### config.mk
export PLATFORM = sky130hd
export DESIGN_NAME = mac_sat_pipe
export DESIGN_NICKNAME = d
export VERILOG_FILES = /design/src/rtl/mac_pkg.sv /design/src/rtl/mac_mult_pipe.sv /design/src/rtl/mac_sat_pipe.sv
export SDC_FILE = /design/constraint.sdc
export NUM_CORES = 1
export LEC_CHECK = 0
export BUFFER_PORTS_ARGS = -buffer_cell sky130_fd_sc_hd__buf_2
export CAP_MARGIN = 20
export CORE_AREA = 3 3 136 112
export CTS_CLUSTER_DIAMETER = 100
export CTS_CLUSTER_SIZE = 10
export DETAILED_ROUTE_END_ITERATION = 16
export DIE_AREA = 0 0 139 115
export PLACE_DENSITY = 0.78
export SETUP_SLACK_MARGIN = 0.15
export SYNTH_ARGS = -nofsm -noshare
export SYNTH_HDL_FRONTEND = slang
export SYNTH_SLANG_ARGS = --single-unit
### constraint.sdc
create_clock -name clk -period 11.16 [get_ports clk]
set_input_delay 1.674 -clock clk [delete_from_list [all_inputs] [get_ports clk]]
set_output_delay 1.674 -clock clk [all_outputs]
set_load 0.01 [all_outputs]
### src/rtl/mac_pkg.sv
// Shared helpers for the saturating MAC: accumulator bound arithmetic and the saturation decision.
package mac_pkg;

  localparam int MAX_W = 64;

  typedef logic signed [MAX_W:0] wide_t;

  typedef enum logic [1:0] {
    SAT_NONE = 2'd0,
    SAT_MAX  = 2'd1,
    SAT_MIN  = 2'd2
  } sat_kind_t;

  function automatic wide_t acc_max(input int w);
    return (wide_t'(1) <<< (w - 1)) - wide_t'(1);
  endfunction

  function automatic wide_t acc_min(input int w);
    return -(wide_t'(1) <<< (w - 1));
  endfunction

  // Classifies a sum carried at WIDTH_ACC+1 bits against the w-bit signed range.
  function automatic sat_kind_t saturate(input wide_t sum, input int w);
    if (sum > acc_max(w)) begin
      return SAT_MAX;
    end else if (sum < acc_min(w)) begin
      return SAT_MIN;
    end
    return SAT_NONE;
  endfunction

endpackage

### src/rtl/mac_mult_pipe.sv
// Signed full-width multiplier followed by PIPE register stages; valid travels alongside the product.
module mac_mult_pipe #(
  parameter int WIDTH_IN = 12,
  parameter int PIPE     = 0
) (
  input  logic                           clk,
  input  logic                           reset,
  input  logic signed [WIDTH_IN-1:0]     a,
  input  logic signed [WIDTH_IN-1:0]     b,
  input  logic                           valid_in,
  output logic signed [2*WIDTH_IN-1:0]   prod,
  output logic                           valid_out
);

  logic signed [2*WIDTH_IN-1:0] prod_c;

  assign prod_c = a * b;

  generate
    if (PIPE == 0) begin : g_comb
      assign prod      = prod_c;
      assign valid_out = valid_in;
    end else begin : g_pipe
      logic signed [2*WIDTH_IN-1:0] prod_q [PIPE];
      logic        [PIPE-1:0]       vld_q;

      always_ff @(posedge clk) begin
        if (reset) begin
          vld_q <= '0;
          for (int i = 0; i < PIPE; i++) begin
            prod_q[i] <= '0;
          end
        end else begin
          prod_q[0] <= prod_c;
          vld_q[0]  <= valid_in;
          for (int i = 1; i < PIPE; i++) begin
            prod_q[i] <= prod_q[i-1];
            vld_q[i]  <= vld_q[i-1];
          end
        end
      end

      assign prod      = prod_q[PIPE-1];
      assign valid_out = vld_q[PIPE-1];
    end
  endgenerate

endmodule

### src/rtl/mac_sat_pipe.sv
// Pipelined signed MAC with saturating accumulator, optional fixed-length blocks and sticky saturation flag.
module mac_sat_pipe
  import mac_pkg::*;
#(
  parameter int WIDTH_IN  = 12,
  parameter int WIDTH_ACC = 24,
  parameter int PIPE      = 0,
  parameter int ACC_LEN   = 0
) (
  input  logic                         clk,
  input  logic                         reset,
  input  logic signed [WIDTH_IN-1:0]   a,
  input  logic signed [WIDTH_IN-1:0]   b,
  input  logic                         valid_in,
  input  logic                         clear,
  output logic signed [WIDTH_ACC-1:0]  f,
  output logic                         valid_out,
  output logic                         sat_flag,
  output logic                         done
);

  localparam int CW = (ACC_LEN > 0) ? $clog2(ACC_LEN + 1) : 1;
  localparam logic [CW-1:0] LAST = CW'((ACC_LEN > 0) ? ACC_LEN - 1 : 0);
  localparam logic signed [WIDTH_ACC-1:0] ACC_MAX = WIDTH_ACC'(acc_max(WIDTH_ACC));
  localparam logic signed [WIDTH_ACC-1:0] ACC_MIN = WIDTH_ACC'(acc_min(WIDTH_ACC));

  logic signed [WIDTH_IN-1:0]    a_q;
  logic signed [WIDTH_IN-1:0]    b_q;
  logic                          vld_q;
  logic signed [2*WIDTH_IN-1:0]  prod;
  logic                          prod_vld;
  logic [CW-1:0]                 count;
  logic [CW-1:0]                 cnt_base;
  logic                          fresh;
  logic signed [WIDTH_ACC-1:0]   base;
  logic signed [WIDTH_ACC:0]     sum;
  sat_kind_t                     kind;
  logic signed [WIDTH_ACC-1:0]   acc_nxt;

  always_ff @(posedge clk) begin
    if (reset) begin
      a_q   <= '0;
      b_q   <= '0;
      vld_q <= 1'b0;
    end else begin
      a_q   <= a;
      b_q   <= b;
      vld_q <= valid_in;
    end
  end

  mac_mult_pipe #(
    .WIDTH_IN (WIDTH_IN),
    .PIPE     (PIPE)
  ) u_mult (
    .clk       (clk),
    .reset     (reset),
    .a         (a_q),
    .b         (b_q),
    .valid_in  (vld_q),
    .prod      (prod),
    .valid_out (prod_vld)
  );

  // A sample starts from zero after a clear or at the head of a new block.
  always_comb begin
    fresh    = clear || ((ACC_LEN > 0) && (count == '0));
    cnt_base = clear ? '0 : count;
    base     = fresh ? '0 : f;
    sum      = (WIDTH_ACC+1)'(base) + (WIDTH_ACC+1)'(prod);
    kind     = saturate(wide_t'(sum), WIDTH_ACC);
    case (kind)
      SAT_MAX: acc_nxt = ACC_MAX;
      SAT_MIN: acc_nxt = ACC_MIN;
      default: acc_nxt = sum[WIDTH_ACC-1:0];
    endcase
  end

  always_ff @(posedge clk) begin
    if (reset) begin
      f         <= '0;
      valid_out <= 1'b0;
      sat_flag  <= 1'b0;
      done      <= 1'b0;
      count     <= '0;
    end else begin
      valid_out <= prod_vld;
      done      <= 1'b0;
      if (prod_vld) begin
        f        <= acc_nxt;
        sat_flag <= (fresh ? 1'b0 : sat_flag) | (kind != SAT_NONE);
        if (ACC_LEN > 0) begin
          if (cnt_base == LAST) begin
            count <= '0;
            done  <= 1'b1;
          end else begin
            count <= cnt_base + 1'b1;
          end
        end
      end else if (clear) begin
        f        <= '0;
        sat_flag <= 1'b0;
        count    <= '0;
      end
    end
  end

endmodule
==> impl_results.md <==
- Outcome: finished clean
- Root buf cell: clkbuf_16
- Yosys cell types: 59
- Compound-gate portion of the synthesized area: 10.5%
- Crit path top cell by count: fa_1
- Worst Clk Skew: 0.0161 ns
- Cell area after layout: 8860 µm²
- XOR/XNOR Fraction of Synth Area: 3.47%
- Synth Instances: 875
- Max stage delay cell, worst path: fa_1
- Sum Neg Setup Slack: 0 ns
- Critical Path Sink Type: flop
- Hold Fails Final Rpt: 0
- Die area: 16000 µm²
- Synth-to-Final Area Change: 5.94%
- Mapped Avg Cell Area: 9.56 µm²
- Worst Max-Slew Pin Slew: 0.916 ns
- CTS Buf Count: 5
- Core Rows: 39
- Clock Latency Late Sink: 0.31 ns
- NumNets Final: 1157
- Final Wtd Congestion: 0.909
- 1st-pass router iterations: 5
- Worst hold stages: 1
- Critical-path maximum fanout: 22
- Largest net degree at the start of global routing: 47
- Main combinational cell family by area after synthesis: adder cells
- Cell taking the most area after synthesis: fa_1
- Hold buffers post-CTS: 0
- Leakage: 4.48 nW
- Dpl hpwl: 14.7 mm
- Worst r2r path cells: 19
- Max Fclk: 0.138 GHz
- CTS Buffer Depth: 2
- Dominant cell by count in the synthesized netlist: fa_1
- Fin. max-slew vios: 0
- Post-detailed-route count of antenna-violating nets: 0
- Hold/Removal Path Class: flop to flop
- Post-route DRC: 0
- Sequential area share after synthesis: 12.2%
- Post-Syn Area: 8360 µm²
- Combinational power share: 69.4%
- Worst Path Class, Setup: input pin to flop
- Ant diodes: 0
- Non-Filler Instances: 1079
- Critical Path RT: 11.37 ns
- Core area: 14100 µm²
- Peak VDD IR: 0.157 mV
- Hold_ws: 0.509 ns
- Top_reg_cell synth: dfxtp_1
- Register bit count reported by yosys: 51
- Max cap viols: 0
- CP max stage delay: 0.56 ns
- DP Worst Slack: 3.45 ns
- Yosys top cell area share: 39.7%
- H-tree depth: 2
- Clock transition at path regs: 0.07 ns
- Die Y-Extent: 115 µm
- Post-synthesis mux area share: 0%
- Crit-path cells: buf_2 -> inv_1 -> nand2_1 -> fa_1 -> inv_1 -> fa_1 -> fa_1 -> fa_1 -> fa_1 -> ha_1 -> and2_1 -> nor3_1 -> a21oi_2 -> a311o_2 -> o31ai_4 -> xnor2_1 -> buf_4 -> a21oi_2 -> a221oi_1
- Relative slew slack: 38.8%
- Final setup violation count: 0
- Pwr/cell area: 152 nW/µm²
- DRT iter0 DRCs: 417
- IO buf count: 53
- Setup ws final: 3.93 ns
- Fin crit share: 64.8%
- Vias post-DR: 6031
- Net Count, Synth: 1137
- Int Pwr: 0.688 mW
- CTS sink cnt: 51
- Fraction of the mapped netlist area in adder cells: 50.0%
- Postcts setup bufs: 0
- DR vias/cell: 5.59
- Share of cells above drive strength 1: 9.39%
- Placed cell areas: 8680 µm²
- Number of synthesis warnings: 0
- I/O pin count: 55
- Post-Place Cells: 1071
- Initial antenna violation count: 0
- Post-CTS Resized: 0
- Total gr overflow: 0
- Most frequent cells after synthesis: 166 x fa_1, 140 x inv_1, 95 x nand2_1, 68 x ha_1, 67 x and2_1
- Clock power frac: 13.7%
- Minimum clock period: 7.23 ns
- Post-DR wirelength/cell: 16.5 µm
- Critical path startpoint category: input pin
- Flop pwr share: 16.9%
- Switching Fraction: 48.9%
- Die width: 139 µm
- TritonCTS clock tree: built
- Area contributors post-synth: fa_1 40%, dfxtp_1 12%, ha_1 10%
- Effective utilization at floorplan: 59.5%
- First-pass GRT wire length: 30.6 mm
- Area share of and/or/nand/nor cells after synthesis: 15.1%
- Vias in the first global route: 6237
- DRT Wirelength: 17.8 mm
- Asr flop ratio synth: 0%
- RSZ-0062 raised after global routing: false
- GRT Total Usage: 23.9%
- Sw Pwr: 0.657 mW
- EDFF count, synth: 0
- CP arrival: 7.45 ns
- Filler Cells Inserted: 1183
==> final timing paths <==
| check | start | to | slack [ns] |
|---|---|---|---|
| worst max-delay path | clear | f[5]$_SDFF_PP0_ | 3.93 |
| worst min-delay path | sat_flag$_SDFF_PP0_ | sat_flag$_SDFF_PP0_ | 0.51 |
| worst max register to register | a_q[11]$_SDFF_PP0_ | f[5]$_SDFF_PP0_ | 4.35 |
| worst min register to register | sat_flag$_SDFF_PP0_ | sat_flag$_SDFF_PP0_ | 0.51 |
==> cell families after synthesis <==
family | count (synthesis)
DFF | 51
adders and majority gates | 235
AOI/OAI and AO/OA | 126
xor gates and xnor gates | 31
buffers and inverters | 183
other | 1
and+or+nand+nor | 248
==> flip-flops by register name, indices dropped and copies added (netlist names) <==
signal,cells
a_q,12
b_q,12
f,24
sat_flag,1
valid_out,1
vld_q,1
==> placed cells by master, fill, tap and decap left out, types with 2 or more instances in the layout <==
cell	n
a211o_1	2
a211oi_1	3
a21o_1	5
a21o_2	4
a21oi_1	29
a21oi_2	2
a221oi_1	9
a311oi_1	8
a31o_2	2
a31oi_1	2
a32o_1	2
a32oi_1	2
and2_1	67
and3_1	2
and4_1	2
buf_2	53
buf_4	2
clkbuf_16	5
dfxtp_1	51
fa_1	166
ha_1	68
inv_1	140
nand2_1	95
nand2b_1	4
nand3_1	4
nand4_1	2
nor2_1	24
nor2b_1	39
nor3_1	3
o211ai_1	3
o21a_1	2
o21ai_0	35
o21bai_1	3
o221a_2	2
xnor2_1	19
xor2_1	10
==> metal layers <==
metal,track usage (%),wire (µm),vias up
met1,32.8,7740,3092
met4,5.41,282,0
li1,-,-,2785
met3,3.12,765,23
met2,41.3,9040,131
met5,0,0,-
==> worst max-delay path, delay by kind of cell <==
family                     cells  cell delay [ns]
AOI/OAI and AO/OA              5             1.36
adders and majority gates      6             2.79
buffers and inverters          4             0.84
and+or+nand+nor                3             0.60
xor gates and xnor gates       1             0.17
==> power by group through the flow <==
stage / Sequential (mW) / Clock [mW] / Combinational, mW
2_1_floorplan: 0.221 / 0 / 0.724
3_3_place_gp: 0.232 / 0 / 0.888
3_5_place_dp: 0.232 / 0 / 0.908
4_1_cts: 0.228 / 0.188 / 0.917
5_1_grt: 0.232 / 0.194 / 1.06
6_report: 0.228 / 0.184 / 0.933
==> stage by stage <==
step           utilization [%]  power [mW]
6_report                  63.0        1.35
4_1_cts                   62.9        1.33
2_1_floorplan                -       0.945
3_5_place_dp              61.8        1.14
3_3_place_gp              61.8        1.12
5_1_grt                   63.0        1.48
==> layout make-up <==
cell class | instances | area (µm²) | area share, %
Sequential cell | 51 | 1020 | 11.5
Timing Repair Buffer | 56 | 295 | 3.33
Clock inverter | 2 | 37.5 | 0.424
Clock buffer | 5 | 125 | 1.41
Multi-Input combinational cell | 641 | 6630 | 74.8
Tap cell | 184 | 230 | 2.60
Inverter | 140 | 526 | 5.93
No activity file was read; power rests on OpenSTA's default activity.
